--- src/rtl/checkpoint_ctrl.sv ---
// rtl/checkpoint_ctrl.sv - branch checkpoint page allocator driving free-list save/restore
module checkpoint_ctrl #(
    parameter int PAGES  = 8,
    parameter int PAGE_W = 3
) (
    input  logic              clk,
    input  logic              reset,
    input  logic              br_valid,
    output logic              br_ready,
    output logic [PAGE_W-1:0] br_page,
    input  logic              res_valid,
    output logic              res_ready,
    input  logic [PAGE_W-1:0] res_page,
    input  logic              res_mispredict,
    output logic              save_state,
    output logic [PAGE_W-1:0] save_page,
    output logic              restore_state,
    output logic [PAGE_W-1:0] restore_page,
    output logic              flush,
    output logic              err,
    output logic [PAGE_W:0]   used_count
);

    typedef enum logic [1:0] {IDLE, RESTORE, RECOVER} state_t;

    localparam logic [PAGE_W:0] FULL = (PAGE_W+1)'(PAGES);

    state_t            state, state_next;
    logic [PAGES-1:0]  valid, resolved;
    logic [PAGES-1:0]  valid_next, resolved_next;
    logic [PAGES-1:0]  kill;
    logic [PAGE_W-1:0] head, tail;
    logic [PAGE_W-1:0] res_off;
    logic              alloc, res_take, hit, mis, good, bad, retire;

    assign br_ready = (state == IDLE) && (used_count < FULL) && !(res_valid && res_mispredict);
    assign br_page  = tail;
    assign res_ready = (state == IDLE);

    assign alloc    = br_valid && br_ready;
    assign res_take = res_valid && res_ready;
    assign hit      = valid[res_page];
    assign mis      = res_take && res_mispredict && hit;
    assign good     = res_take && !res_mispredict && hit;
    assign bad      = res_take && !hit;
    // Retirement waits a cycle when a mispredict is taken so used_count stays res_page-head.
    assign retire   = (state == IDLE) && valid[head] && resolved[head] && !mis;
    assign res_off  = res_page - head;

    // A page is younger than (or equal to) the mispredicted one when its age from head is at least res_off.
    always_comb begin
        kill = '0;
        for (int i = 0; i < PAGES; i++) begin
            kill[i] = ((PAGE_W'(i) - head) >= res_off);
        end
    end

    always_comb begin
        valid_next    = valid;
        resolved_next = resolved;
        if (mis) begin
            valid_next    = valid & ~kill;
            resolved_next = resolved & ~kill;
        end else begin
            if (good) begin
                resolved_next[res_page] = 1'b1;
            end
            if (retire) begin
                valid_next[head]    = 1'b0;
                resolved_next[head] = 1'b0;
            end
            if (alloc) begin
                valid_next[tail]    = 1'b1;
                resolved_next[tail] = 1'b0;
            end
        end
    end

    always_comb begin
        state_next = state;
        case (state)
            IDLE:    if (mis) state_next = RESTORE;
            RESTORE: state_next = RECOVER;
            RECOVER: state_next = IDLE;
            default: state_next = IDLE;
        endcase
    end

    always_ff @(posedge clk or posedge reset) begin
        if (reset) begin
            state         <= IDLE;
            valid         <= '0;
            resolved      <= '0;
            head          <= '0;
            tail          <= '0;
            used_count    <= '0;
            save_state    <= 1'b0;
            save_page     <= '0;
            restore_state <= 1'b0;
            restore_page  <= '0;
            flush         <= 1'b0;
            err           <= 1'b0;
        end else begin
            state         <= state_next;
            valid         <= valid_next;
            resolved      <= resolved_next;
            save_state    <= alloc;
            restore_state <= mis;
            flush         <= mis;
            err           <= bad;
            if (alloc) begin
                save_page <= tail;
            end
            if (mis) begin
                restore_page <= res_page;
                tail         <= res_page;
                used_count   <= {1'b0, res_off};
            end else begin
                if (alloc) begin
                    tail <= tail + 1'b1;
                end
                if (retire) begin
                    head <= head + 1'b1;
                end
                used_count <= used_count + (PAGE_W+1)'(alloc) - (PAGE_W+1)'(retire);
            end
        end
    end

endmodule

--- config.mk ---
export PLATFORM = sky130hd
export DESIGN_NAME = checkpoint_ctrl
export DESIGN_NICKNAME = d
export VERILOG_FILES = /design/src/rtl/checkpoint_ctrl.sv
export SDC_FILE = /design/constraint.sdc
export NUM_CORES = 1
export LEC_CHECK = 0
export CORE_MARGIN = 1.5
export CORE_UTILIZATION = 60
export CTS_CLUSTER_SIZE = 40
export DETAILED_ROUTE_END_ITERATION = 10
export PLACE_DENSITY = 0.88
export SLEW_MARGIN = 25
export SYNTH_ARGS = -nofsm -noshare
export SYNTH_HDL_FRONTEND = slang
export SYNTH_SLANG_ARGS = --single-unit
--- constraint.sdc ---
create_clock -name clk -period 6.3 [get_ports clk]
set_input_delay 0.63 -clock clk [delete_from_list [all_inputs] [get_ports clk]]
set_output_delay 0.63 -clock clk [all_outputs]
set_load 0.05 [all_outputs]
**Word level (Yosys, flattened, before mapping)**

Index checks and enable logic that the tools add are counted.

- Output and inout bits: 19
- Flip-flop bits (word level): 37
- Input bits: 8
- Word-level logic and storage cells: 102

- Magnitude comparators: 15
- Reductions and logical operators: 23
- Add/subtract/negate cells: 13
- Bitwise gates (word level): 11
- Multiplexer cells: 27
- Eq/ne operators: 2

Operators by type and width:

| cell | number |
|---|---|
| 8-bit two-way mux | 10 |
| 8-bit bitwise AND | 5 |
| 3-bit greater-or-equal comparator | 8 |
| 8-bit inverter | 3 |
| 1-bit logical AND | 16 |
| 8-bit bitwise OR | 2 |
| 3-bit by 4-bit less-than comparator with 1-bit output, second input constant | 3 |
| 3-bit subtractor, first input constant | 4 |
| 1-bit binary-select mux with 3-bit select | 3 |
| 1-bit demux with 3-bit select | 3 |
| 3-bit by 1-bit greater-or-equal comparator with 1-bit output, second input constant | 3 |
| 3-bit by 1-bit adder with 3-bit output, second input constant | 2 |
| 1-bit two-way mux | 6 |
| 3-bit two-way mux | 2 |
| 1-bit by 3-bit subtractor with 3-bit output, first input constant | 2 |
| 2-bit by 3-bit subtractor with 3-bit output, first input constant | 2 |
| 4-bit by 1-bit adder with 4-bit output | 1 |
| 1-bit logical NOT | 4 |
| 4-bit less-than comparator, second input constant | 1 |
| 4-bit two-way mux | 1 |
| 2-bit case mux with 2 select lines | 1 |
| 4-bit by 1-bit subtractor with 4-bit output | 1 |
| 3-bit subtractor | 1 |
| 2-bit by 1-bit == test with 1-bit output, second input constant | 1 |
| other kinds (6) | 6 |

**Longest topological paths before layout**

- Depth in word-level cells: 13
- Depth in mapped cells: 15

**Least setup slack after synthesis**

Ideal clock, no wire load.

- Path type: register -> register
- Start point: register state[1]
- End point: register used_count[2]
- Arrival time: 3,170 ps
- Buffers on the path: 0
- Stages on the path, launching flop included: 12
- Setup slack: 2,983 ps
- Period minus slack after synthesis: 3,317 ps
- Library setup time: 147 ps
- Cells stage by stage: dfrtp_1 -> nor2_1 -> o21ai_0 -> nor3_4 -> ha_1 -> inv_1 -> ha_1 -> inv_1 -> fa_1 -> xnor2_1 -> nor2_1 -> a21oi_1

- Longest elaborated chain between the ends: 8
- Elaborated cells on any way between the ends: 14

Ends and longest elaborated chain:

| item | line | text |
|---|---|---|
| start: declaration | 28 | `state_t state, state_next;` |
| start signal: assignment | 104 | `state <= state_next;` |
| 2-bit logical NOT (*) | 38 | `assign res_ready = (state == IDLE);` |
| named net res_ready | 12 | `output logic res_ready,` |
| parallel branches: the longest is 6 deep, another holds 4-bit by 1-bit adder with 4-bit output | - |  |
| 4-bit two-way mux (*) | 114 | `if (mis) begin` |
| end signal: assignment | 117 | `used_count <= {1'b0, res_off};` |
| end signal: assignment | 125 | `used_count <= used_count + (PAGE_W+1)'(alloc) - (PAGE_W+1)'(retire);` |
| end: declaration | 21 | `output logic [PAGE_W:0] used_count` |

Mark *: on every way through the listed nets, which the timed path passes.
A chain may end at the register's enable or synchronous reset.

**Worst setup path after layout**

- Start point: input port res_page[1]
- End point: register used_count[2]

- Longest elaborated chain between the ends: 7
- Elaborated cells on any way between the ends: 8

Ends and longest elaborated chain:

| item | line | text |
|---|---|---|
| start: declaration | 13 | `input logic [PAGE_W-1:0] res_page,` |
| 1-bit binary-select mux with 3-bit select | 42 | `assign hit = valid[res_page];` |
| 1-bit two-way mux (not written as such) | 42 |  |
| 1-bit logical AND | 43 | `assign mis = res_take && res_mispredict && hit;` |
| 1-bit logical NOT | 47 | `assign retire = (state == IDLE) && valid[head] && resolved[head] && !mis;` |
| 1-bit logical AND | 47 |  |
| 4-bit by 1-bit subtractor with 4-bit output | 125 |  |
| 4-bit two-way mux (*) | 114 |  |

Mark *: on every way between the ends. The rest lies on a longest branch, timed or not. The select of a mux whose other input is x is not followed.

==> flow_metrics.py <==
metrics = {
    "floorplan": {
        "die_y_um": 69.8,
        "dieWidth_um": 69.8,
        "num_rows": 24,
        "core_region_area_sq_mm": 0.00432,
        "dieArea_sq_mm": 0.00487,
        "floorplan.initialDensity_pct": 61.9,
        "io_pins": 27,
    },
    "placement": {
        "dp.cells": 352,
        "gp_congestion": 0.963,
        "port_buffers": 26,
        "place_ws_ps": 1870,
        "place_hpwl_mm": 4.80,
        "place_area_sq_mm": 0.00293,
    },
    "detailed_routing": {
        "wire_per_inst_um": 18.5,
        "drtIter0Drc": 273,
        "drt_wl_total_mm": 6.64,
        "drc_errors": 0,
        "firstDrtPassIters": 7,
        "via_per_inst": 6.61,
        "antenna_left": 0,
        "route.vias.total": 2379,
    },
    "sta": {
        "rsz0062_at_grt": "false",
        "period_needed_ps": 4160,
        "fin_crit_sh_pct": 66.0,
        "finalSetupViolCount": 0,
        "tns_ps": 0,
        "finClkSkew_ps": 8.66,
        "worstMarginPinSlew_ps": 859,
        "max_freq_mhz": 241,
        "hold_viol": 0,
        "fin_hold_ws_ps": 482,
        "worst_slack_ps": 2140,
        "maxSlewViolCount": 0,
        "relSlewSlack_pct": 42.3,
    },
    "critical_path": {
        "r2r_start": "head[2]",
        "cp-startpoint": "res_page[1]",
        "end_kind": "flip-flop",
        "startpoint_type": "input port",
        "required_ps": 6520,
        "arrival_ps": 4380,
        "r2r_cells": 12,
        "cp-endpoint": "used_count[2]",
        "cp_max_fo": 29,
        "critPathKind": "input port to flip-flop",
        "reg2reg_slack_ps": 2770,
        "reg2reg_to": "used_count[2]",
    },
    "pwr": {
        "p_leak_nw": 1.36,
        "p_total_mw": 1.86,
        "vdd_drop_max_mv": 0.468,
        "power.density_mw_per_mm2": 612,
    },
    "global_routing": {
        "grt_max_degree": 38,
        "grt_pass1_wl_mm": 10.6,
        "gr-total-overflow": 0,
        "grt_pass1_vias": 2084,
        "antenna_found_initial": 0,
        "grtUsageTotal_pct": 27.9,
    },
    "layout": {
        "num-nets-final": 343,
        "final_util_pct": 70.4,
        "layout-drive-gt1-share_pct": 5.52,
        "fin_cells": 360,
        "stdcell_area_sq_mm": 0.00305,
        "area_growth_pct": 13.8,
        "diodes": 0,
    },
    "clocking": {
        "cts_root_buffer": "clkbuf_8",
        "cts.path.max_buffers": 2,
        "insertion_delay_ps": 300,
        "clock_sinks": 37,
        "cts_buffers": 5,
        "post_cts_buffers": 0,
        "clkSlewWorstSetupHoldPaths_ps": 80,
        "ctsResizeCount": 0,
        "hold_buffers": 0,
        "htreeDepth": 2,
        "tritoncts": "built",
    },
    "worst_hold_path": {
        "hp-class": "flip-flop to flip-flop",
        "min_from": "save_page[1]",
    },
    "synth": {
        "synth_cell_types": 50,
        "synthCells": 287,
        "yosysWarnings": 0,
        "ys.flop_type": "dfrtp_1",
        "synth_area_leaders": "dfrtp_1, ha_1, nand2_1",
        "synth_edf_count": 0,
        "yosysTopAreaCell": "dfrtp_1",
        "yosysMostFrequentCell": "dfrtp_1",
        "synth_nets": 323,
        "synth_area_per_cell_sq_um": 9.33,
        "synth_top_area_share_pct": 34.6,
        "ys_seq_area_share_pct": 34.6,
        "syn_area_sq_mm": 0.00268,
        "async_flop_share_pct": 100,
        "synth_seq_cells": 37,
        "synth_commonest_cells": "dfrtp_1, nand2_1, ha_1",
    },
    "job": {
        "maxCapViolCount": 0,
    },
    "outcome": {
        "status": "finished, final reports clean",
    },
}
placed cells by master (no fill, tap or decap), drive strengths merged, types with 8 or more instances in the layout:
master         instances
nand2                 34
a21oi                 13
nor2                   8
nand4b                 9
ha                    26
o21ai                 15
dfrtp                 37
clkdlybuf4s50         26
o211ai                11
nand3                 19
xnor2                  8
inv                   22
layout make-up:
type / count / area, sq um
sequential: 37 / 926
fill: 351 / 1280
tap: 52 / 65.1
timing repair buffer: 28 / 275
clock inverter: 2 / 38.8
clock buffer: 6 / 72.6
multi-input combinational: 213 / 1590
inverter: 22 / 82.6
state kept, by name (all words and copies together) (netlist names), 2 cells and up:
register / cells
br_page: 3
head: 3
resolved: 8
restore_page: 3
save_page: 3
state: 2
used_count: 4
valid: 8
worst max-delay path: stages:
cell	delay (ps)
clkdlybuf4s50_1	850
mux2i_1	320
o32ai_1	170
o31ai_4	200
buf_4	310
inv_2	290
nor3_4	320
ha_1	280
inv_1	60
ha_1	160
inv_1	60
fa_1	370
xnor2_1	170
nor2_1	50
a21oi_1	130
worst min-delay path by stage:
stage                      endpoint  cells past startpoint
finish                 save_page[1]                      2
global route           save_page[2]                      2
CTS                 restore_page[0]                      2
detailed placement  restore_page[0]                      2
global placement       save_page[1]                      2
floorplan                  state[1]                      1
power breakdown:
part	leakage (nW)	internal, mW	switching [mW]	total [mW]
clock network	0.0554	0.119	0.0908	0.210
logic	0.835	0.450	0.725	1.17
registers	0.469	0.338	0.141	0.478
routing by layer:
layer | share of wire [%] | global-route usage, % | up-vias
li1 | - | - | 1081
met1 | 42 | 38.9 | 1140
met2 | 46 | 42.3 | 140
met3 | 8.7 | 6.10 | 18
met4 | 2.9 | 10.9 | 0
met5 | 0 | 0 | -
cells by family (layout without fill, tap and decap cells):
logic type,after synthesis,after routing,share of synthesized area [%]
AND/OR/NAND/NOR,100,100,21.6
multiplexers,3,3,1.12
flip-flops,37,37,34.6
buffers and inverters,37,58,6.17
AO/OA/AOI/OAI,71,71,19.3
adder cells (fa/ha/maj),28,28,13.7
XOR/XNOR,11,11,3.60
(Power assumes the default switching activity.)
